==> config.mk <==
export PLATFORM = sky130hd
export DESIGN_NAME = lift_clkgen
export DESIGN_NICKNAME = d
export VERILOG_FILES = /design/src/rtl/lift_clkgen_pkg.sv /design/src/rtl/lift_clkgen_ch.sv /design/src/rtl/lift_clkgen.sv
export SDC_FILE = /design/constraint.sdc
export NUM_CORES = 1
export LEC_CHECK = 0
export BUFFER_PORTS_ARGS = -buffer_cell sky130_fd_sc_hd__buf_2
export CAP_MARGIN = 10
export CORE_MARGIN = 4
export CORE_UTILIZATION = 25
export CTS_BUF_LIST = sky130_fd_sc_hd__clkbuf_8
export CTS_CLUSTER_SIZE = 28
export DETAILED_ROUTE_END_ITERATION = 6
export GPL_TIMING_DRIVEN = 0
export PLACE_DENSITY_LB_ADDON = 0.08
export SLEW_MARGIN = 20
export SYNTH_ARGS = -nofsm -noshare
export SYNTH_HDL_FRONTEND = slang
export SYNTH_HIERARCHICAL = 1
export SYNTH_SLANG_ARGS = --single-unit
==> constraint.sdc <==
create_clock -name clk_100MHz -period 3.8 [get_ports clk_100MHz]
set_input_delay 0.38 -clock clk_100MHz [delete_from_list [all_inputs] [get_ports clk_100MHz]]
set_output_delay 0.38 -clock clk_100MHz [all_outputs]
set_load 0.05 [all_outputs]
==> src/rtl/lift_clkgen_pkg.sv <==
// Shared constants and types for the lift clock/tick generator.
package lift_clkgen_pkg;

  localparam int unsigned NCH_MAX     = 16;
  localparam int unsigned DIV_W       = 32;
  localparam int unsigned DEFAULT_DIV = 20000000;

  typedef logic [DIV_W-1:0] div_t;

endpackage

==> src/rtl/lift_clkgen_ch.sv <==
// One tick/square-wave channel: period counter, one-deep divisor update slot,
// registered tick and clk_out.
module lift_clkgen_ch
  import lift_clkgen_pkg::*;
#(
  parameter int unsigned   DW       = DIV_W,
  parameter logic [DW-1:0] INIT_DIV = DW'(DEFAULT_DIV)
) (
  input  logic          clk,
  input  logic          rst,
  input  logic          en,
  input  logic          sync,
  input  logic          wr,
  input  logic [DW-1:0] wr_div,
  output logic          tick,
  output logic          clk_out,
  output logic          pending
);

  logic [DW-1:0] div_q;
  logic [DW-1:0] nxt_q;
  logic [DW-1:0] cnt_q;

  logic [DW-1:0] cnt_cur;
  logic [DW-1:0] div_cur;
  logic [DW-1:0] half;
  logic          sync_apply;
  logic          run;
  logic          wrap;

  logic [DW-1:0] cnt_d;
  logic [DW-1:0] div_d;
  logic [DW-1:0] nxt_d;
  logic          tick_d;
  logic          clk_d;
  logic          pend_d;

  // A sync pulse restarts the period from zero with any pending divisor applied.
  always_comb begin
    cnt_d      = '0;
    div_d      = div_q;
    nxt_d      = nxt_q;
    tick_d     = 1'b0;
    clk_d      = 1'b0;
    pend_d     = pending;

    cnt_cur    = sync ? '0 : cnt_q;
    sync_apply = sync & pending;
    div_cur    = sync_apply ? nxt_q : div_q;
    run        = en & (div_cur != '0);
    half       = (div_cur >> 1) + DW'(div_cur[0]);
    wrap       = run & (cnt_cur == (div_cur - DW'(1)));

    if (run) begin
      tick_d = (cnt_cur == '0);
      clk_d  = (cnt_cur < half);
      cnt_d  = wrap ? '0 : (cnt_cur + DW'(1));
    end

    // Stopped channels take the new divisor at once; running ones at the wrap.
    if (sync_apply || (pending && (!run || wrap))) begin
      div_d  = nxt_q;
      pend_d = 1'b0;
    end

    if (wr) begin
      nxt_d  = wr_div;
      pend_d = 1'b1;
    end
  end

  always_ff @(posedge clk) begin
    if (rst) begin
      div_q   <= INIT_DIV;
      nxt_q   <= '0;
      cnt_q   <= '0;
      tick    <= 1'b0;
      clk_out <= 1'b0;
      pending <= 1'b0;
    end else begin
      div_q   <= div_d;
      nxt_q   <= nxt_d;
      cnt_q   <= cnt_d;
      tick    <= tick_d;
      clk_out <= clk_d;
      pending <= pend_d;
    end
  end

endmodule

==> src/rtl/lift_clkgen.sv <==
// Multi-channel programmable tick/clock generator with divisor write port.
// Optional LIFT_CLKGEN_SYNC_EN adds the sync_i realign input.
module lift_clkgen #(
  parameter int unsigned   NCH         = 4,
  parameter int unsigned   DW          = lift_clkgen_pkg::DIV_W,
  parameter logic [DW-1:0] DEFAULT_DIV = DW'(lift_clkgen_pkg::DEFAULT_DIV),
  localparam int unsigned  CW          = (NCH > 1) ? $clog2(NCH) : 1
) (
  input  logic           clk_100MHz,
  input  logic           rst,
  input  logic [NCH-1:0] ch_en,
  input  logic           cfg_valid,
  output logic           cfg_ready,
  input  logic [CW-1:0]  cfg_ch,
  input  logic [DW-1:0]  cfg_div,
  output logic [NCH-1:0] tick,
  output logic [NCH-1:0] clk_out,
  output logic [NCH-1:0] pending
`ifdef LIFT_CLKGEN_SYNC_EN
  ,
  input  logic           sync_i
`endif
);

  import lift_clkgen_pkg::*;

  if ((NCH < 1) || (NCH > NCH_MAX)) begin : g_bad_nch
    $error("lift_clkgen: NCH out of range");
  end

  logic           sync;
  logic           accept;
  logic [NCH-1:0] wr;

`ifdef LIFT_CLKGEN_SYNC_EN
  assign sync = sync_i;
`else
  assign sync = 1'b0;
`endif

  // Out-of-range channel numbers are always ready and simply dropped.
  always_comb begin
    cfg_ready = 1'b1;
    for (int unsigned i = 0; i < NCH; i++) begin
      if (cfg_ch == CW'(i)) begin
        cfg_ready = ~pending[i];
      end
    end
  end

  assign accept = cfg_valid & cfg_ready;

  always_comb begin
    wr = '0;
    for (int unsigned i = 0; i < NCH; i++) begin
      wr[i] = accept & (cfg_ch == CW'(i));
    end
  end

  for (genvar g = 0; g < NCH; g++) begin : g_ch
    lift_clkgen_ch #(
      .DW       (DW),
      .INIT_DIV (DEFAULT_DIV)
    ) u_ch (
      .clk     (clk_100MHz),
      .rst     (rst),
      .en      (ch_en[g]),
      .sync    (sync),
      .wr      (wr[g]),
      .wr_div  (cfg_div),
      .tick    (tick[g]),
      .clk_out (clk_out[g]),
      .pending (pending[g])
    );
  end

endmodule
==> results of run 1 <==
[per-stage QoR]
stage | util [%] | worst slack (ns)
final | 29.8 | -0.0567
after global routing | 29.8 | -0.240
after CTS | 29.4 | -0.119
after detailed placement | 27.2 | -0.778
after global placement | 27.2 | -0.807
after floorplan | - | 0.0166
[path summary, 6_finish.rpt]
check	from	endpoint	cells past startpoint
setup reg to reg	g_ch[2].u_ch/div_q[7]$_SDFFE_PP0P_	g_ch[2].u_ch/clk_out$_SDFF_PP0_	16
hold / removal	cfg_div[26]	g_ch[0].u_ch/nxt_q[26]$_SDFFE_PP0P_	3
setup / recovery	g_ch[2].u_ch/div_q[7]$_SDFFE_PP0P_	g_ch[2].u_ch/clk_out$_SDFF_PP0_	16
hold reg to reg	g_ch[3].u_ch/div_q[31]$_SDFFE_PP0P_	g_ch[3].u_ch/div_q[31]$_SDFFE_PP0P_	2
[cell type report]
cell class / count / area share (%)
Antenna cell: 3 / 0.0203
Buffer: 232 / 3.39
Clock buffer: 92 / 3.43
Clock inverter: 45 / 0.776
Inverter: 57 / 0.579
Multi-Input combinational cell: 3006 / 61.9
Sequential cell: 396 / 21.6
Tap cell: 1637 / 5.54
Timing Repair Buffer: 148 / 2.83
[power groups by stage]
stage / clock [mW] / sequential (mW) / combinational (mW)
floorplan: 0 / 4.39 / 0.696
global placement: 0 / 4.42 / 1.03
detailed placement: 0 / 4.42 / 1.03
CTS: 4.73 / 4.32 / 1.06
global route: 4.91 / 4.33 / 1.27
finish: 4.50 / 4.32 / 1.18
[sequential cells by signal, indices dropped and copies added, names as in the netlist]
register and flops:
g_ch.u_ch/pending 4, g_ch.u_ch/div_q 128, g_ch.u_ch/nxt_q 128, g_ch.u_ch/tick 4
g_ch.u_ch/clk_out 4, g_ch.u_ch/cnt_q 128
[cells in the mapped netlist (89+ instances only)]
| master | number | area [um2] |
|---|---|---|
| clkbuf_1 | 128 | 480 |
| nor2_1 | 428 | 1610 |
| a21oi_1 | 92 | 460 |
| o21ai_0 | 92 | 460 |
| dfxtp_1 | 396 | 7930 |
| mux2i_1 | 380 | 3800 |
| nor2b_1 | 120 | 751 |
| nand2b_1 | 256 | 1600 |
| xor2_1 | 120 | 1050 |
| nor3_1 | 89 | 445 |
| ha_1 | 140 | 1750 |
| nand2_1 | 157 | 589 |
| xnor2_1 | 160 | 1400 |
[what timing repair did]
item	CTS	global route
endpoints found under the setup margin	245	250
hold buffers	4	0
resized for setup	146	64
endpoints found under the hold margin	4	0
pin swaps	69	40
setup buffers	69	23
gates cloned	0	0
[worst max-delay path: cells and delay by family (launching register included)]
kind                     cells  cell delay [ns]
AO/OA/AOI/OAI                5             0.80
adder cells (fa/ha/maj)      1             0.30
buffers and inverters        3             0.45
flip-flops                   1             0.46
AND/OR/NAND/NOR              7             1.75
[cells by family after synthesis]
kind of cell,after synthesis,synth area share (%)
other,1,0.0120
AOI/OAI and AO/OA,516,11.8
adders and majority gates,140,5.59
buffers and inverters,289,4.66
DFF,396,25.3
xor gates and xnor gates,300,9.27
and+or+nand+nor,1601,29.5
muxes,425,13.8
[layer usage]
metal	part of all wire (%)	wire [um]
met3	4.6	5700
met2	43	53200
met1	50	61900
met5	0.011	13
met4	1.6	1960
==> metrics.yaml, run 1 <==
outcome:
  status: "finished with violations"
  failed_checks: "negative setup slack"
synth:
  synth_cell_types: 87
  seq_area_frac_synth_pct: 25.3
  ys_ff_latch: 396
  synth-main-ff-cell: "dfxtp_1"
  synth-async-reset-ratio_pct: 0
  syn_area_per_cell_um2: 8.55
  synth_edf_count: 0
  synthCells: 3668
  yosysWarnings: 6
  syn-cell-area_mm2: 0.0314
clock_tree:
  root_buffer: "clkbuf_8"
  htree_levels: 3
  clock_sinks: 396
  clockBufferDepth: 3
  cts_tree: "yes"
  worstSkewPairLatency_ns: 0.72
  numCtsBuffers: 78
  path_clk_slew_ns: 0.07
power_and_ir_drop:
  power.internal_mw: 7.04
  cellLeakagePower_nw: 14.0
  powerDensity_mw_per_mm2: 271
  vdd_drop_max_mv: 0.216
  p_total_mw: 10.0
  p_sw_mw: 2.96
  pwr-share-seq_pct: 43.2
  combPwrFrac_pct: 11.8
  swShare_pct: 29.6
  clkPwrFrac_pct: 45.0
setup_path:
  start_kind: "flip-flop"
  crit_type: "reg -> reg"
  crit_required_ns: 4.40
  end_kind: "flip-flop"
  path_max_fanout: 6
  path_common_cell: "buf_4"
  r2r_slack_ns: -0.06
  slowest_delay_ns: 0.58
  crit_chain: "a31oi_1, nor4_4, buf_4, nor4b_4, buf_4, and2_4, a21oi_2, nor3_1, a21oi_1, ha_1, buf_4, nand4_1, or4_4, nor3_4, a211oi_4, o311a_1"
  cp_slowest_cell: "or4_4"
  crit_arrival_ns: 4.46
floorplan:
  dieWidth_um: 362
  dieArea_mm2: 0.131
  num_io_pins: 54
  die-height_um: 362
  initial_core_util_pct: 25.3
  core_mm2: 0.124
  rows: 129
detailed_routing:
  drt_iter0_drc: 1795
  ant_nets: 0
  dr.pass1.iters: 7
  wl_per_cell_um: 21.9
  routed_wl_mm: 123
  drc: 0
  vias_per_cell: 4.95
  via_count: 27800
final_layout:
  area_delta_synth_final_pct: 17.8
  seqCellArea_mm2: 0.00796
  final_area_mm2: 0.0369
  drive_gt1_share_pct: 16.1
  multi_input_area_mm2: 0.0229
  final_cell_mix: "424 x nor2_1, 378 x dfxtp_1, 372 x mux2i_1"
  final_cells: 5616
  fin_nets: 4100
  final.fill_count: 13300
  final_common_cell: "nor2_1"
worst_hold_path:
  hp-class: "in -> reg"
timing:
  fin_ws_ns: -0.0567
  max-slew-margin-rel_pct: 31.7
  setup_viol: 1
  min_period_ns: 3.86
  final_hold_viol_count: 0
  fin_setup_tns_ns: -0.0567
  max_freq_ghz: 0.259
  tightest_slew_ns: 1.03
  clock-skew-final_ns: 0.0258
  final-max-slew-violation-count: 0
  hold_ws_ns: 0.0879
  fin_crit_sh_pct: 101
  grt_setup_unrepaired: "yes"
grt:
  grt-ovfl-total: 0
  grt.busiest_layer: "met2"
  antenna_found_initial: 8
  grt_pass1_wl_mm: 183
  grtUsageMet1_pct: 26.8
  grt_usage_pct: 18.3
  grt_max_degree: 11
  use_met3_pct: 2.86
  grt_pass1_vias: 27600
  grtUsageMet2_pct: 28.6
placed_design:
  placed_cells: 5380
  io_buffers: 52
  post-dp-hpwl_mm: 94.6
  place.gp.congestion: 0.823
  placed_area_mm2: 0.0338
job:
  maxCapViolations: 0
No activity file was read; power rests on OpenSTA's default activity.
==> run 2, diff against run 1 <==
--- a/config.mk
+++ b/config.mk
@@ -17,5 +17,4 @@
 export SLEW_MARGIN = 20
 export SYNTH_ARGS = -nofsm -noshare
 export SYNTH_HDL_FRONTEND = slang
-export SYNTH_HIERARCHICAL = 1
 export SYNTH_SLANG_ARGS = --single-unit
==> metrics.yaml, run 2 <==
detailed_routing:
  drt_iter0_drc: 1352  # -25%
  ant_nets: 0  # unchanged
  drc: 0  # unchanged
  routed_wl_mm: 112  # -9.0%
  vias_per_cell: 4.84  # -2.3%
  dr.pass1.iters: 5  # -2
  via_count: 27000  # -2.9%
  wl_per_cell_um: 20.0  # -8.4%
power_and_ir_drop:
  pwr-share-seq_pct: 42.2  # -1.0 points
  vdd_drop_max_mv: 0.222  # +2.6%
  powerDensity_mw_per_mm2: 305  # +13%
  power.internal_mw: 7.26  # +3.1%
  p_total_mw: 10.2  # +2.1%
  swShare_pct: 28.9  # -0.67 points
  clkPwrFrac_pct: 48.1  # +3.1 points
  cellLeakagePower_nw: 11.9  # -15%
  p_sw_mw: 2.96  # -0.18%
  combPwrFrac_pct: 9.7  # -2.1 points
timing:
  min_period_ns: 3.73  # -0.131 ns
  setup_viol: 0  # -1
  clock-skew-final_ns: 0.0392  # +0.0134 ns
  max-slew-margin-rel_pct: 31.2  # -0.45 points
  max_freq_ghz: 0.268  # +3.5%
  final_hold_viol_count: 0  # unchanged
  fin_crit_sh_pct: 98.0  # -3.5 points
  fin_ws_ns: 0.0748  # +0.131 ns
  tightest_slew_ns: 1.03  # +0.00682 ns
  final-max-slew-violation-count: 0  # unchanged
  grt_setup_unrepaired: "yes"
clock_tree:
  root_buffer: "clkbuf_8"
  clockBufferDepth: 3  # unchanged
  htree_levels: 3  # unchanged
  cts_tree: "yes"
  worstSkewPairLatency_ns: 0.72  # about the same
  path_clk_slew_ns: 0.05  # -0.02 ns
  clock_sinks: 396  # unchanged
  numCtsBuffers: 88  # +13%
floorplan:
  num_io_pins: 54  # unchanged
  dieWidth_um: 344  # -5.0%
  core_mm2: 0.112  # -9.5%
  rows: 123  # -4.7%
  initial_core_util_pct: 25.2  # -0.11 points
  die-height_um: 344  # -5.0%
  dieArea_mm2: 0.118  # -9.7%
synth:
  synth.most_common_cell: "nand2_1"
  yosys-top-cells-area: "dfxtp_1 28%, nand2_1 8.6%, xor2_1 6.5%, ha_1 6.4%, xnor2_1 5.9%"
  ys_ff_latch: 396  # unchanged
  syn_area_per_cell_um2: 7.42  # -13%
  syn-cell-area_mm2: 0.0283  # -9.9%
  yosysWarnings: 0  # -6
  yosysTopAreaCell: "dfxtp_1"
  synth-main-ff-cell: "dfxtp_1"
  synthesis.nets: 3993
  synth_edf_count: 0  # unchanged
  synth-async-reset-ratio_pct: 0  # unchanged
  synth_cell_types: 78  # -10%
  synthCells: 3808  # +3.8%
  seq_area_frac_synth_pct: 28.1  # +2.8 points
  synth_top_area_share_pct: 28.1  # +2.8 points
  synth_common_cells: "650 x nand2_1, 396 x dfxtp_1, 359 x nor2_1, 297 x a21oi_1, 260 x clkbuf_1"
placed_design:
  place.gp.congestion: 0.793  # -3.6%
  dpl_worst_slack_ns: -0.929  # -0.151 ns
  placed_area_mm2: 0.0304  # -10%
  post-dp-hpwl_mm: 84.1  # -11%
  placed_cells: 5360  # -0.37%
  io_buffers: 52  # unchanged
grt:
  grt_usage_pct: 18.5  # +0.20 points
  grt_max_degree: 12  # +1
  antenna_found_initial: 9  # +1
  grt_pass1_vias: 26800  # -3.1%
  grt-ovfl-total: 0  # unchanged
  grt_pass1_wl_mm: 170  # -7.4%
setup_path:
  r2r_slack_ns: 0.07  # +0.13 ns
  path_max_fanout: 4  # -2
  end_kind: "flip-flop"
  crit_required_ns: 4.40  # about the same
  crit_arrival_ns: 4.32  # -0.14 ns
  start_kind: "flip-flop"
  crit_type: "reg -> reg"
worst_hold_path:
  hp-class: "in -> reg"
final_layout:
  reg.largest.list: "g_ch.u_ch.cnt_q (128), g_ch.u_ch.div_q (128), g_ch.u_ch.nxt_q (128)"
  final_area_mm2: 0.0335  # -9.3%
  drive_gt1_share_pct: 13.2  # -2.8 points
  area_delta_synth_final_pct: 18.6
  final_util_pct: 29.8  # +0.053 points
  fin_nets: 4200  # +2.4%
  final_cells: 5579  # -0.66%
  final_cell_mix: "645 x nand2_1, 379 x dfxtp_1, 349 x nor2_1"
  final_common_cell: "nand2_1"
outcome:
  status: "complete, no violations"
job:
  maxCapViolations: 0  # unchanged
==> run 2: cell count changes in the layout (fill, tap and decap cells not counted), sizes merged, moves of 42 or more <==
cell,previous run,this run
or4b,4,81
nand2,157,652
nand2b,256,21
clkbuf,221,348
nor2,428,359
nand3,72,187
a21oi,92,297
xor2,120,209
a211oi,68,13
nor2b,120,27
nor3b,17,113
o21ai,92,50
buf,247,186
mux2i,388,24
==> run 2: kinds of logic after synthesis <==
logic type,synth area share (%)
compound gates,10.4
xor+xnor,12.3
fa+ha+maj,6.38
buf+inv,5.80
flops,28.1
mux,1.01
simple gates,36.0
==> run 2: repair_timing <==
item                                   4_1_cts  5_1_grt
resized for setup                          113       81
setup buffers                               23       37
cloned                                       0        1
hold buffers                                29        0
endpoints found under the hold margin      100        0
pin swaps                                   26       38
setup endpoints to repair                  263      233
==> run 2: area by class of cell <==
type / instances / area, um2
multi-input cells: 3027 / 19300
plain buffers: 312 / 1450
fillers: 12500 / 78800
flip-flops and latches: 396 / 7960
inverters: 48 / 180
repair buffers: 142 / 1010
clock buffers: 110 / 1510
clock inverters: 41 / 234
diodes: 3 / 7.51
well taps: 1500 / 1880
==> run 2: stage by stage <==
| stage | setup TNS, ns | hold slack [ns] |
|---|---|---|
| 2_1_floorplan | 0 | 0.432 |
| 3_3_place_gp | -110.94 | 0.443 |
| 3_5_place_dp | -112.42 | 0.447 |
| 4_1_cts | -0.00413 | 0.00246 |
| 5_1_grt | -0.345 | 0.0488 |
| 6_report | 0 | 0.0763 |
==> run 2: path summary, 6_finish.rpt <==
kind                                       startpoint  cells past startpoint                                   to
hold reg to reg   g_ch[0].u_ch.nxt_q[12]$_SDFFE_PP0P_                      2  g_ch[0].u_ch.nxt_q[12]$_SDFFE_PP0P_
hold / removal                             cfg_div[9]                      3   g_ch[0].u_ch.nxt_q[9]$_SDFFE_PP0P_
setup reg to reg   g_ch[0].u_ch.div_q[0]$_SDFFE_PP0P_                     20      g_ch[0].u_ch.clk_out$_SDFF_PP0_
setup / recovery   g_ch[0].u_ch.div_q[0]$_SDFFE_PP0P_                     20      g_ch[0].u_ch.clk_out$_SDFF_PP0_
==> run 2: routing by layer <==
metal	share of wire [%]	vias to the layer above	GRT usage [%]
li1	-	13700	-
met1	48	12800	25.6
met2	45	449	30.6
met3	3.9	134	2.00
met4	2.5	0	5.05
met5	0	-	0
==> run 2: power by group through the flow <==
stage / clock, mW / sequential [mW] / combinational [mW]
final: 4.91 / 4.31 / 0.988
after global routing: 5.29 / 4.32 / 1.08
after CTS: 5.13 / 4.30 / 0.994
after detailed placement: 0 / 4.38 / 0.958
after global placement: 0 / 4.38 / 0.959
after floorplan: 0 / 4.36 / 0.573
==> run 2: worst max-delay path: stages (launching register included) <==
cell,delay [ns]
dfxtp_4,0.38
ha_4,0.15
ha_4,0.13
and4_4,0.24
nand2_4,0.06
nor2_4,0.11
nand2_2,0.09
nor2_4,0.15
and3_4,0.24
nand2b_4,0.08
nor3_4,0.22
xnor2_2,0.11
ha_1,0.31
nand4_1,0.19
nor4_4,0.37
nand2_1,0.12
o21ai_2,0.22
a211oi_2,0.05
o21ai_1,0.13
nor3_1,0.09
o311a_1,0.16
